[config.mk]
export PLATFORM = sky130hd
export DESIGN_NAME = imem_arbiter
export DESIGN_NICKNAME = d
export VERILOG_FILES = /design/src/rtl/imem_arbiter_pkg.sv /design/src/rtl/imem_arbiter.sv
export SDC_FILE = /design/constraint.sdc
export NUM_CORES = 1
export LEC_CHECK = 0
export CELL_PAD_IN_SITES_DETAIL_PLACEMENT = 0
export CELL_PAD_IN_SITES_GLOBAL_PLACEMENT = 2
export CORE_ASPECT_RATIO = 0.75
export CORE_MARGIN = 3
export CORE_UTILIZATION = 10
export CTS_CLUSTER_SIZE = 28
export DETAILED_ROUTE_END_ITERATION = 7
export MAX_ROUTING_LAYER = met4
export PLACE_DENSITY = 0.95
export SLEW_MARGIN = 0
export SYNTH_ARGS = -nofsm -noshare
export SYNTH_HDL_FRONTEND = slang
export SYNTH_SLANG_ARGS = --single-unit
[constraint.sdc]
create_clock -name clk -period 2.2 [get_ports clk]
set_clock_uncertainty 0.15 [all_clocks]
set_input_delay 0.22 -clock clk [delete_from_list [all_inputs] [get_ports clk]]
set_output_delay 0.22 -clock clk [all_outputs]
set_load 0.005 [all_outputs]
[src/rtl/imem_arbiter_pkg.sv]
// Shared instruction-memory definitions for the fetch/loader arbiter.
// Bus widths, memory geometry, chip-enable levels and address helpers.
package imem_arbiter_pkg;

    localparam logic ChipEnable     = 1'b1;
    localparam logic ChipDisable    = 1'b0;

    localparam int   InstAddrBus    = 32;
    localparam int   InstBus        = 32;
    localparam int   InstMemNumLog2 = 17;
    localparam int   ImemMaxWait    = 4;

    // True when the byte address falls beyond the word-indexed memory.
    function automatic logic addr_out_of_range(
        input logic [InstAddrBus-1:0] addr,
        input int unsigned            mem_log2
    );
        logic [InstAddrBus-1:0] hi;
        hi = addr >> (mem_log2 + 2);
        return hi != '0;
    endfunction

endpackage

[src/rtl/imem_arbiter.sv]
// Single-port instruction memory arbiter between fetch and program loader.
// One grant per cycle, 1-cycle response, loader starvation bounded.
module imem_arbiter
    import imem_arbiter_pkg::*;
#(
    parameter int MEM_LOG2 = InstMemNumLog2,
    parameter int MAX_WAIT = ImemMaxWait
) (
    input  logic                   clk,
    input  logic                   rst,

    input  logic                   if_req,
    input  logic [InstAddrBus-1:0] if_addr,
    input  logic                   if_flush,
    output logic                   if_gnt,
    output logic                   if_rvalid,
    output logic [InstBus-1:0]     if_rdata,

    input  logic                   ld_req,
    input  logic                   ld_we,
    input  logic [InstAddrBus-1:0] ld_addr,
    input  logic [InstBus-1:0]     ld_wdata,
    input  logic                   ld_mode,
    output logic                   ld_gnt,
    output logic                   ld_rvalid,
    output logic [InstBus-1:0]     ld_rdata,

    output logic                   err,

    output logic                   mem_ce,
    output logic                   mem_we,
    output logic [MEM_LOG2-1:0]    mem_addr,
    output logic [InstBus-1:0]     mem_wdata,
    input  logic [InstBus-1:0]     mem_rdata
);

    localparam int CntW = (MAX_WAIT < 1) ? 1 : $clog2(MAX_WAIT + 1);

    typedef enum logic [1:0] {
        OWN_NONE = 2'd0,
        OWN_IF   = 2'd1,
        OWN_LD   = 2'd2
    } owner_e;

    owner_e                 r_owner;
    logic                   r_oor;
    logic                   r_wr;
    logic [CntW-1:0]        r_starve;

    logic                   w_if_act;
    logic                   w_ld_act;
    logic                   w_starved;
    logic                   w_if_gnt;
    logic                   w_ld_gnt;
    logic                   w_any_gnt;
    logic [InstAddrBus-1:0] w_addr;
    logic                   w_oor;
    logic                   w_if_rvalid;
    logic                   w_ld_rvalid;

    // Request qualification and grant selection; nothing is granted in reset.
    always_comb begin
        w_if_act  = if_req & ~ld_mode & ~rst;
        w_ld_act  = ld_req & ~rst;
        w_starved = (r_starve == CntW'(MAX_WAIT));
        w_ld_gnt  = w_ld_act & (~w_if_act | ld_mode | w_starved);
        w_if_gnt  = w_if_act & ~w_ld_gnt;
        w_any_gnt = w_if_gnt | w_ld_gnt;
    end

    // Address mux and range check for the granted requester.
    always_comb begin
        w_addr = w_ld_gnt ? ld_addr : if_addr;
        w_oor  = addr_out_of_range(w_addr, MEM_LOG2);
    end

    // Memory port drive; out-of-range grants never touch the array.
    always_comb begin
        mem_ce    = (w_any_gnt & ~w_oor) ? ChipEnable : ChipDisable;
        mem_we    = w_ld_gnt & ld_we & ~w_oor;
        mem_addr  = w_addr[MEM_LOG2+1:2];
        mem_wdata = ld_wdata;
    end

    assign if_gnt = w_if_gnt;
    assign ld_gnt = w_ld_gnt;

    // Loader starvation counter, saturating at MAX_WAIT.
    always_ff @(posedge clk or posedge rst) begin
        if (rst) begin
            r_starve <= '0;
        end else if (!ld_req || w_ld_gnt) begin
            r_starve <= '0;
        end else if (w_if_gnt && !w_starved) begin
            r_starve <= r_starve + 1'b1;
        end
    end

    // Owner of next cycle's response; a flushed fetch owns nothing.
    always_ff @(posedge clk or posedge rst) begin
        if (rst) begin
            r_owner <= OWN_NONE;
            r_oor   <= 1'b0;
            r_wr    <= 1'b0;
        end else begin
            r_oor <= w_any_gnt & w_oor;
            r_wr  <= w_ld_gnt & ld_we;
            if (w_ld_gnt) begin
                r_owner <= OWN_LD;
            end else if (w_if_gnt && !if_flush) begin
                r_owner <= OWN_IF;
            end else begin
                r_owner <= OWN_NONE;
            end
        end
    end

    // Response steering; a flush in the response cycle still kills the fetch.
    always_comb begin
        w_if_rvalid = (r_owner == OWN_IF) & ~if_flush;
        w_ld_rvalid = (r_owner == OWN_LD);
        if_rvalid   = w_if_rvalid;
        ld_rvalid   = w_ld_rvalid;
        err         = r_oor & (w_if_rvalid | w_ld_rvalid);
        if_rdata    = (w_if_rvalid & ~r_oor) ? mem_rdata : '0;
        ld_rdata    = (w_ld_rvalid & ~r_oor & ~r_wr) ? mem_rdata : '0;
    end

endmodule

==> results by group <==
STA
  – F_max: between 400 and 500 MHz
  – Setup slack after layout: -0.0155 ns
  – Worst Tran Pin Value: 0.289 ns
  – Slew margin rel.: 0.807
  – Hold Fails Final Rpt: 0
  – Final Cycle Share: 1.01
  – Fin crit period: approximately 2.2 ns
  – Max-slew violations: 0
  – RSZ-0062 raised after global routing: yes
  – Final setup violation count: 2

Drt
  – Final routed DRC violation total: 0
  – Detail Route Antenna Nets: 0
  – Vias/cell: between 3 and 4
  – DRT Pass-1 Iters: 4
  – Drt total wl: about 7500 µm
  – DRT iter0 DRCs: 54
  – DR vias: approximately 1900
  – Wire per inst: between 10 and 15 µm

Final layout
  – Fill cell count: approximately 1500
  – Final #Nets: around 500
  – Non-Filler Cell Area, Final: between 0.003 and 0.004 mm²
  – Share of layout cells above drive strength 1: 0.218
  – Area Growth Syn to Fin: 153%
  – Ant diodes: 0

Critical path
  – CP Data Arrival Time: around 1.9 ns
  – Worst reg2reg path depth: 6
  – Critical setup path kind: flip-flop to primary output
  – R2r startpoint: r_starve[0]
  – FF-to-FF setup slack: between 0.6 and 0.7 ns
  – Critical Path Fanout Max: 5
  – R2R Path End: r_owner[0]
  – Critical Path RT: around 1.8 ns
  – Startpoint Class: flip-flop
  – Worst Setup End Kind: primary output

Clocking
  – Clock Tree Buf Depth: 2
  – Total CTS buffers: 3
  – Clk sinks: 7
  – CTS Hold Bufs: 0
  – Worst-skew pair later-pin latency: roughly 0.23 ns
  – Reg clk slew, reported paths: approximately 0.040 ns
  – TritonCTS clock tree: yes
  – Clock root cell: clkbuf_16
  – Htree depth: 1

Power
  – PD cells: roughly 250 mW/mm²
  – IR Drop Worst-Case VDD: about 0.2 mV
  – Overall power: around 0.00089 W
  – P_leak: between 2 and 2.5 nW

Yosys
  – EDFF count, synth: 0
  – Ys async rst share: 1.00
  – Area share of the largest cell type after synthesis: 0.290
  – Top cells by area, synth: and2_1 (29%), buf_4 (17%), mux2_4 (16%)
  – Synth Register Bits: 7
  – Ys Warns: 0
  – Register area share after synthesis: 0.123
  – Post-Synthesis Cells: 175
  – Mapped Nets: approximately 310
  – Synth cell types: 32
  – Mean Syn Cell Area: ~8 µm²
  – Area leader, netlist: and2_1
  – Mapped cell area: around 0.0014 mm²
  – Synth Flop Type: dfrtp_1

Die
  – Cell row count: 37
  – Die Ht: between 100 and 150 µm
  – Starting density of the core: 0.103
  – Die area: around 0.016 mm²
  – Die Wd: 144 µm
  – # IOs: about 260
  – Core Footprint: roughly 0.014 mm²

Global route
  – Largest net degree at the start of global routing: 33
  – Global-route wire length before repair: about 10000 µm
  – GRT Util Overall: 0.0832
  – GR Overflow Total: 0
  – Vias in the first global route: between 1500 and 2000
  – Initial antenna violation count: 0

Min path
  – Worst hold path class: input port to flip-flop
  – Hold Crit Depth: 3
  – Hold worst-path end: r_owner[0]
  – Hold path startpoint: if_flush

Flow run
  – Max Cap Viol: 0

Place
  – Dpl cell area: ~0.0033 mm²
  – Port Buffers: between 150 and 200
  – Hpwl dp: 5710 µm
  – Placer Congestion: between 0.7 and 0.8
  – Place WS: -0.369 ns

Run status
  – Outcome: finished with violations
  – Failing checks: negative setup slack
-- how the worst max path moves through the flow --
stage | start | endpoint | slack [ns] | cells past startpoint
after floorplan | r_starve[0] | mem_addr[10] | 0.31 | 7
after global placement | ld_mode | mem_addr[1] | -0.32 | 6
after detailed placement | ld_mode | mem_addr[0] | -0.37 | 6
after CTS | r_owner[0] | ld_rdata[22] | -0.06 | 5
after global routing | r_owner[1] | if_rdata[3] | -0.09 | 5
final | r_starve[0] | mem_addr[10] | -0.02 | 8
-- area by class of cell --
class / instances / area [µm²] / area share
Inverter: 3 / 11.3 / 0.00312
Timing Repair Buffer: 217 / 2110 / 0.585
Clock buffer: 4 / 78.8 / 0.0219
Tap cell: 175 / 219 / 0.0607
Sequential cell: 7 / 175 / 0.0486
Multi-Input combinational cell: 126 / 1010 / 0.281
-- placed cells by master, fill, tap and decap left out, drive strengths merged, types with 3 or more instances in the layout --
master,instances
inv,3
buf,38
clkdlybuf4s50,101
dfrtp,7
clkbuf,11
nor2,4
nor3,3
and3,5
mux2,17
dlymetal6s2s,18
nand2,3
nor4,5
dlygate4sd2,51
and2,66
-- state kept, by name, summed over array words and instances, names as in the netlist --
register and count:
r_owner 2, r_starve 3, r_oor 1, r_wr 1
-- through the flow --
stage,utilization,TNS [ns],cells,hold WS (ns)
after floorplan,-,0,175,0.0600
after global placement,0.241,-8.14,506,0.290
after detailed placement,0.241,-9.50,506,0.290
after CTS,0.252,-0.256,525,0.288
after global routing,0.261,-0.364,532,0.290
final,0.261,-0.0302,532,0.286
-- kinds of logic after synthesis --
group	after synthesis	synth area share
AO/OA/AOI/OAI	9	0.0422
adder cells (fa/ha/maj)	2	0.0176
buffers and inverters	45	0.223
flip-flops	7	0.123
multiplexers	18	0.181
AND/OR/NAND/NOR	94	0.413
-- power breakdown --
part | switching (W) | total [W] | internal, W
Combinational | 0.000130 | 0.000440 | 0.000309
Clock | 0.0000688 | 0.000310 | 0.000241
Sequential | 0.00000319 | 0.000137 | 0.000134
Total | 0.000202 | 0.000887 | 0.000684
-- synthesized netlist by cell type (all sizes together), types with 3 or more instances --
library cell / count
and2: 66
buf: 36
clkbuf: 6
dfrtp: 7
inv: 3
mux2: 17
nand2: 3
nor2: 4
nor3: 3
nor4: 5
-- critical path: stages (launching register included) --
cell	delay [ns]
dfrtp_1	0.35
inv_2	0.06
ha_4	0.17
a21o_4	0.23
and3_4	0.18
buf_6	0.12
buf_6	0.10
mux2_4	0.29
buf_6	0.11
-- per-layer routing --
metal,GRT usage,wire length (µm),vias to the layer above
li1,-,-,911
met1,0.102,3100,880
met2,0.143,3850,88
met3,0.0183,457,8
met4,0.0141,85,0
met5,-,0,-
-- what timing repair did --
action	in CTS	in global routing
endpoints found under the setup margin	85	38
buffers inserted	12	6
gates cloned	3	1
pin swaps	3	1
resized for setup	114	36
Power figures use the tool's default switching activity.
